[src/rtl/bmd_pkg.sv]
`default_nettype none
// +--------------------------------------------------------------------------+
// | Module : bmd_pkg                                                         |
// | Brief  : Shared category encodings and default grading thresholds for    |
// |          the bone-mineral-density classifier.                            |
// | Rev    : 1.0  initial release                                            |
// +--------------------------------------------------------------------------+
package bmd_pkg;

    // Category encodings driven on bmd.category (2'b11 is never produced)
    localparam logic [1:0] CAT_NORMAL      = 2'b00;
    localparam logic [1:0] CAT_OSTEOPENIA  = 2'b01;
    localparam logic [1:0] CAT_OSTEOPOROSIS = 2'b10;

    // Default thresholds: codes 0..2 normal, 3..5 osteopenia, 6..7 osteoporosis
    localparam logic [2:0] DEF_NORMAL_MAX     = 3'd2;
    localparam logic [2:0] DEF_OSTEOPENIA_MAX = 3'd5;
    localparam int         DEF_CNT_W          = 8;

endpackage : bmd_pkg
`default_nettype wire

[src/rtl/bmd_grade.sv]
`default_nettype none
// +--------------------------------------------------------------------------+
// | Module : bmd_grade                                                       |
// | Brief  : Purely combinational grading of a 3-bit BMD range code into a   |
// |          2-bit category.                                                |
// | Ports  : bmdrange [2:0] in  - range code, 0 = best, 7 = worst            |
// |          category [1:0] out - CAT_NORMAL / CAT_OSTEOPENIA /              |
// |                               CAT_OSTEOPOROSIS                           |
// | Rev    : 1.0  initial release                                            |
// +--------------------------------------------------------------------------+
module bmd_grade
    import bmd_pkg::*;
#(
    parameter logic [2:0] NORMAL_MAX     = DEF_NORMAL_MAX,
    parameter logic [2:0] OSTEOPENIA_MAX = DEF_OSTEOPENIA_MAX
) (
    input  logic [2:0] bmdrange,
    output logic [1:0] category
);

    always_comb begin
        category = CAT_OSTEOPOROSIS;
        if (bmdrange <= NORMAL_MAX) begin
            category = CAT_NORMAL;
        end else if (bmdrange <= OSTEOPENIA_MAX) begin
            category = CAT_OSTEOPENIA;
        end
    end

endmodule : bmd_grade
`default_nettype wire

[src/rtl/bmd.sv]
`default_nettype none
// +--------------------------------------------------------------------------+
// | Module : bmd                                                             |
// | Brief  : Bone-mineral-density classifier. Grades each accepted range     |
// |          code, drives registered mutually exclusive normal/abnormal      |
// |          flags plus category, pulses out_valid for one cycle per result  |
// |          and keeps a saturating count of abnormal samples.               |
// | Ports  : clk            in  - rising-edge clock                          |
// |          rst            in  - asynchronous active-high reset             |
// |          bmd_valid      in  - bmdrange sampled when high                 |
// |          bmdrange [2:0] in  - range code                                 |
// |          clear_count    in  - synchronous clear of abnormal_count        |
// |          normal         out - last accepted sample graded normal         |
// |          abnormal       out - last accepted sample graded abnormal       |
// |          category [1:0] out - grade of last accepted sample              |
// |          out_valid      out - one-cycle pulse per new result             |
// |          abnormal_count out - saturating abnormal-sample count           |
// | Rev    : 1.0  initial release                                            |
// +--------------------------------------------------------------------------+
module bmd
    import bmd_pkg::*;
#(
    parameter logic [2:0] NORMAL_MAX     = DEF_NORMAL_MAX,
    parameter logic [2:0] OSTEOPENIA_MAX = DEF_OSTEOPENIA_MAX,
    parameter int         CNT_W          = DEF_CNT_W
) (
    input  logic             clk,
    input  logic             rst,
    input  logic             bmd_valid,
    input  logic [2:0]       bmdrange,
    input  logic             clear_count,
    output logic             normal,
    output logic             abnormal,
    output logic [1:0]       category,
    output logic             out_valid,
    output logic [CNT_W-1:0] abnormal_count
);

    localparam logic [CNT_W-1:0] c_cnt_max = {CNT_W{1'b1}};

    logic [1:0]       w_cat;
    logic             w_is_abnormal;

    logic             r_normal;
    logic             r_abnormal;
    logic [1:0]       r_category;
    logic             r_out_valid;
    logic [CNT_W-1:0] r_count;

    bmd_grade #(
        .NORMAL_MAX     (NORMAL_MAX),
        .OSTEOPENIA_MAX (OSTEOPENIA_MAX)
    ) u_grade (
        .bmdrange (bmdrange),
        .category (w_cat)
    );

    assign w_is_abnormal = (w_cat != CAT_NORMAL);

    // Result registers only load on an accepted sample, so an undefined
    // bmdrange while bmd_valid is low never reaches the outputs.
    always_ff @(posedge clk or posedge rst) begin
        if (rst) begin
            r_normal    <= 1'b0;
            r_abnormal  <= 1'b0;
            r_category  <= CAT_NORMAL;
            r_out_valid <= 1'b0;
        end else begin
            r_out_valid <= bmd_valid;
            if (bmd_valid) begin
                r_category <= w_cat;
                r_normal   <= ~w_is_abnormal;
                r_abnormal <= w_is_abnormal;
            end
        end
    end

    // Clear wins over a simultaneous abnormal sample; the count sticks at max.
    always_ff @(posedge clk or posedge rst) begin
        if (rst) begin
            r_count <= '0;
        end else if (clear_count) begin
            r_count <= '0;
        end else if (bmd_valid && w_is_abnormal && (r_count != c_cnt_max)) begin
            r_count <= r_count + 1'b1;
        end
    end

    assign normal         = r_normal;
    assign abnormal       = r_abnormal;
    assign category       = r_category;
    assign out_valid      = r_out_valid;
    assign abnormal_count = r_count;

endmodule : bmd
`default_nettype wire

[config.mk]
export PLATFORM = sky130hd
export DESIGN_NAME = bmd
export DESIGN_NICKNAME = d
export VERILOG_FILES = /design/src/rtl/bmd_pkg.sv /design/src/rtl/bmd_grade.sv /design/src/rtl/bmd.sv
export SDC_FILE = /design/constraint.sdc
export NUM_CORES = 1
export LEC_CHECK = 0
export BUFFER_PORTS_ARGS = -buffer_cell sky130_fd_sc_hd__buf_2
export CAP_MARGIN = 5
export CORE_MARGIN = 8
export CORE_UTILIZATION = 40
export DETAILED_ROUTE_END_ITERATION = 16
export PLACE_DENSITY_LB_ADDON = 0.05
export SYNTH_ARGS = -nofsm -noshare
export SYNTH_HDL_FRONTEND = slang
export SYNTH_SLANG_ARGS = --single-unit
[constraint.sdc]
create_clock -name clk -period 1.9 [get_ports clk]
set_input_delay 0.095 -clock clk [delete_from_list [all_inputs] [get_ports clk]]
set_output_delay 0.095 -clock clk [all_outputs]
set_load 0.03 [all_outputs]
==> results of run 1 <==
-- logic make-up (layout without fill, tap and decap cells) --
logic type	Yosys count	in the layout	synth area share, %
adder cells (fa/ha/maj)	1	1	1.934
AND/OR/NAND/NOR	25	25	22.63
XOR/XNOR	2	2	2.708
flip-flops	13	13	50.29
multiplexers	2	2	3.288
buffers and inverters	7	29	4.061
AO/OA/AOI/OAI	17	17	15.09
-- per-stage QoR --
step	cells	utilization [%]	setup slack, ps
2_1_floorplan	67	-	261.7
3_3_place_gp	100	50.08	400.2
3_5_place_dp	100	50.08	363.4
4_1_cts	105	52.49	330.8
5_1_grt	105	52.49	180.4
6_report	105	52.49	323.6
-- layout make-up --
| cell class | count | share of cell area [%] |
|---|---|---|
| Multi-Input combinational cell | 47 | 37.34 |
| Tap cell | 16 | 2.532 |
| Timing Repair Buffer | 20 | 13.29 |
| Clock buffer | 4 | 3.323 |
| Sequential cell | 13 | 41.14 |
| Inverter | 5 | 2.373 |
-- layer usage --
layer / global-route usage (%) / share of wire (%) / wire length [um]
met2: 14.58 / 43 / 631
met1: 11.95 / 47 / 680
met3: 6.621 / 8.7 / 127
met4: 3.093 / 0.96 / 14
met5: 0 / 0 / 0
-- worst paths after layout --
kind                                          end  depth (start not counted)
max in group asynchronous       abnormal_count[7]                          3
worst min register to register             normal                          1
min in group asynchronous       abnormal_count[2]                          3
worst min-delay path                    out_valid                          1
worst max register to register  abnormal_count[6]                          5
worst max-delay path            abnormal_count[6]                          5
-- what timing repair did --
action,CTS,global route
hold endpoints to repair,13,0
hold buffers,1,0
buffers inserted,0,0
-- state kept, by name, indices dropped and copies added, names as in the netlist --
register and cells:
abnormal 1, abnormal_count 8, normal 1, out_valid 1, category 2
-- synth_stat cells, drive strengths merged --
cell    count
nand2b      1
o211ai      1
nand2       4
xnor2       1
ha          1
and3        2
or3         3
o21a        1
nand4       4
nand3       4
a31oi       3
inv         5
dfrtp      13
a21oi       5
a21o        1
nor3        2
xor2        1
o21ai       6
buf         1
mux2        1
mux2i       1
nor2        5
clkbuf      1
-- power breakdown --
group,internal [mW],switching [mW],total [mW]
Sequential,0.289,0.00817,0.297
Combinational,0.0269,0.0591,0.0860
Clock,0.0814,0.0870,0.168
==> impl_metrics.csv, run 1 <==
group,metric,value,unit
run_status,status,"completed",
sta,setup_viol,0,
worst_hold_path,hold_path_class,"in2reg",
cells_and_area,stdcell_area,790.8,um^2
cells_and_area,layout_common_cells,"buf_2, dfrtp_1, o21ai_0",
floorplan,core-area,0.001506,mm^2
critical_path,worstPathRequired,2100,ps
route,drtIter0Drc,11,
clock_network,clkLatencyLatePin,270,ps
synthesis,synthesis.nets,75,
clock_network,cts_inserted_buffers,3,
worst_hold_path,hold_start,"bmd_valid",
placement,routabilityCongestion,0.7041,
synthesis,avgSynthCellArea,9.655,um^2
critical_path,r2r-start,"abnormal_count[0]",
synthesis,netlist_area,646.9,um^2
route,vias,552,
cells_and_area,multiInputGateArea,295.3,um^2
synthesis,ys_seq_area_share,50.29,%
cells_and_area,synthToLayoutAreaGrowth,22.24,%
sta,final-hold-violation-count,0,
cells_and_area,drive_above_1_share,29.21,%
route,drt-vias-per-instance,5.257,
route,ant_nets,0,
route,first_pass_iters,4,
route,post_drt_wl_per_cell,13.84,um
synthesis,yosysUniqueCellTypes,25,
synthesis,synth_area_leaders,"dfrtp_1, o21ai_0, a21oi_1, nand4_4, nand3_1",
floorplan,start_util,42.94,%
cells_and_area,fin_nets,98,
route,route.detailed.drc,0,
critical_path,r2r_slack,320,ps
sta,slew_violations,0,
cells_and_area,diodes,0,
pwr,p_per_area,697.6,mW/mm^2
pwr,leakage,0.3755,nW
synthesis,synth_cells,67,
global_routing,antenna_found_initial,0,
global_routing,track_usage,10.16,%
pwr,power,551.6,uW
clock_network,post_cts_resize_count,0,
clock_network,cts_root_buffer,"clkbuf_4",
placement,hpwl,1.081,mm
run,cap_viol_max_count,0,
route,wirelength,1.453,mm
critical_path,crit_buf_inv,0,
synthesis,yosysWarnings,0,
sta,timing.hold.ws,80.52,ps
sta,rsz0062_at_grt,"no",
cells_and_area,seqCellArea,325.3,um^2
critical_path,crit_type,"reg2reg",
sta,tightest_slew,501.9,ps
critical_path,cp_max_fo,6,
sta,max_freq,634.4,MHz
critical_path,cp_slowest_stage_delay,410,ps
floorplan,dieArea,0.003160,mm^2
synthesis,yosysTopAreaCellShare,50.29,%
global_routing,grt_pass1_wl,2.580,mm
clock_network,cts.path.max_buffers,2,
synthesis,yosysTopAreaCell,"dfrtp_1",
pwr,ir_worst_vdd,0.5004,mV
sta,slew_headroom,66.50,%
floorplan,die_w,56.22,um
sta,fin_crit,1576,ps
clock_network,clock-sinks,13,
floorplan,placementRows,14,
critical_path,path_cells,"ha_1 > and3_1 > nand4_1 > or3_1 > a21oi_1",
sta,period_share,82.97,%
critical_path,crit_family,"simple AND/OR/NAND/NOR gates",
clock_network,clk_pin_slew,80,ps
global_routing,grt_pass1_vias,556,
critical_path,cp-end-kind,"flop",
floorplan,ios,20,
critical_path,critical-path-slowest-cell,"dfrtp_1",
sta,tns,0,ps
critical_path,startpoint,"abnormal_count[0]",
floorplan,dieHeight,56.22,um
critical_path,start_kind,"flop",
cells_and_area,final_common_cell,"buf_2",
synthesis,ys_ff_latch,13,
placement,port_buffers,19,
clock_network,cts-htree-levels,1,
global_routing,grt_max_degree,15,
global_routing,grt_overflow,0,
cells_and_area,fillCellCount,146,
placement,dpl_cell_area,754.5,um^2
clock_network,cts_tree,"yes",
sta,finalClockSkew,4.261,ps
critical_path,arrival,1780,ps
Note: power is estimated with default switching activity, not from simulation.
==> run 2, diff against run 1 <==
Clock period 1.9 ns to 1.51 ns, I/O delays scaled along.
==> run 2 against run 1 <==
First-iteration DRC count fell by 9.1%. Sequential power up 27%. Global-route usage decreased by 0.52 points. Register-to-register slack got worse by 210 ps. Via count increased by 3.3%. Setup slack got worse by 210 ps.
==> impl_metrics.csv, run 2 (same netlist as run 1, synthesis figures left out) <==
group,metric,value,unit
sta,tightest_slew,503.1,ps
cells_and_area,diodes,0,
clock_network,cts_tree,"yes",
placement,routabilityCongestion,0.8040,
route,post_drt_wl_per_cell,13.56,um
sta,max_freq,718.4,MHz
global_routing,grt_overflow,0,
cells_and_area,synthToLayoutAreaGrowth,28.24,%
sta,timing.hold.ws,59.73,ps
clock_network,post_cts_resize_count,0,
critical_path,r2r_slack,120,ps
critical_path,r2r-end,"abnormal_count[6]",
route,ant_nets,0,
worst_hold_path,hold_end,"out_valid",
cells_and_area,final_common_cell,"buf_2",
cells_and_area,stdcell_area,829.5,um^2
sta,finalClockSkew,3.309,ps
clock_network,cts_inserted_buffers,3,
critical_path,critical-path-slowest-cell,"dfrtp_2",
placement,port_buffers,19,
route,wirelength,1.465,mm
sta,slew_headroom,66.42,%
global_routing,antenna_found_initial,0,
route,drtIter0Drc,10,
critical_path,crit_type,"reg2reg",
floorplan,dieArea,0.003160,mm^2
placement,dp.cells,102,
cells_and_area,drive_above_1_share,35.87,%
clock_network,cts.path.max_buffers,2,
run_status,status,"completed",
pwr,ir_worst_vdd,0.5770,mV
cells_and_area,layoutNonFillerInstCount,108,
clock_network,clock-sinks,13,
sta,rsz0062_at_grt,"no",
clock_network,clkLatencyLatePin,270,ps
global_routing,grt_pass1_vias,555,
route,route.detailed.drc,0,
clock_network,cts_root_buffer,"clkbuf_4",
global_routing,track_usage,9.637,%
floorplan,ios,20,
worst_hold_path,hold_path_class,"in2reg",
cells_and_area,layout_common_cells,"buf_2, dfrtp_1, o21ai_0",
critical_path,cp_slowest_stage_delay,410,ps
cells_and_area,fin_nets,101,
worst_hold_path,hold_start,"bmd_valid",
pwr,leakage,0.3838,nW
critical_path,ff2ff_path_depth,5,
critical_path,crit_buf_inv,0,
clock_network,clk_pin_slew,80,ps
cells_and_area,largest_register_ffs,8,
placement,hpwl,1.102,mm
critical_path,start_kind,"flop",
sta,tns,0,ps
global_routing,grt_max_degree,15,
critical_path,cp_max_fo,6,
cells_and_area,fillCellCount,152,
placement,dpl_cell_area,785.8,um^2
pwr,p_per_area,841.3,mW/mm^2
route,first_pass_iters,4,
floorplan,die_w,56.22,um
pwr,power,697.9,uW
sta,period_share,92.19,%
sta,setup_viol,0,
route,drt-vias-per-instance,5.278,
floorplan,dieHeight,56.22,um
floorplan,placementRows,14,
clock_network,cts-htree-levels,1,
floorplan,core-area,0.001506,mm^2
critical_path,cp-end-kind,"flop",
critical_path,arrival,1600,ps
sta,final-hold-violation-count,0,
route,vias,570,
critical_path,r2r-start,"abnormal_count[0]",
sta,slew_violations,0,
run,cap_viol_max_count,0,
global_routing,grt_pass1_wl,2.511,mm
critical_path,worstPathRequired,1710,ps
critical_path,crit_family,"simple AND/OR/NAND/NOR gates",
worst_hold_path,holdPathStages,1,
critical_path,path_cells,"ha_4 > and3_1 > nand4_1 > or3_1 > a21oi_1",
floorplan,start_util,42.94,%
sta,fin_crit,1392,ps
[run 2: cell count changes in the layout (fill, tap and decap cells not counted), sizes merged]
| cell | before | now |
|---|---|---|
| buf | 19 | 22 |
[run 2: final cells by class]
cell class	instances	area [um^2]	share of cell area, %
clock buffer	4	26.28	3.167
inverter	5	18.77	2.262
multi-input combinational	47	307.8	37.10
sequential	13	329.1	39.67
tap	16	20.02	2.413
timing repair buffer	23	127.6	15.38
[run 2: what timing repair did]
item / CTS / global route
setup buffers: 0 / 1
endpoints found under the setup margin: 0 / 1
endpoints found under the hold margin: 13 / 0
hold buffers: 1 / 0
[run 2: stage by stage]
step	setup slack, ps	util [%]
CTS	60.75	54.57
floorplan	43.36	-
global route	53.94	55.07
detailed placement	80.09	52.16
global placement	128.5	52.16
finish	118.0	55.07
[run 2: metal layers]
layer  part of all wire, %  GRT usage, %  up-vias  wire (um)
met5                     0             0        -          0
met4                   1.8         4.124        0         26
met3                   8.4         4.338        4        123
met2                    43         14.58       16        629
met1                    47         11.40      257        686
li1                      -             -      293          -
[run 2: worst max path at each step]
stage / startpoint / endpoint / slack, ps / depth (start not counted)
after floorplan: abnormal_count[0] / abnormal_count[6] / 40 / 5
after global placement: abnormal_count[0] / abnormal_count[6] / 130 / 5
after detailed placement: abnormal_count[0] / abnormal_count[6] / 80 / 5
after CTS: abnormal_count[0] / abnormal_count[6] / 60 / 5
after global routing: abnormal_count[2] / abnormal_count[5] / 50 / 4
final: abnormal_count[0] / abnormal_count[6] / 120 / 5
[run 2: power breakdown]
group,switching (mW),internal [mW]
clock network,0.111,0.102
logic,0.0736,0.0352
registers,0.0115,0.365
[run 2: worst reg2reg max path: cells and delay by family (launching register included)]
kind / cells / cell delay, ps
AND/OR/NAND/NOR: 3 / 600
adder cells (fa/ha/maj): 1 / 170
flip-flops: 1 / 410
AO/OA/AOI/OAI: 1 / 140
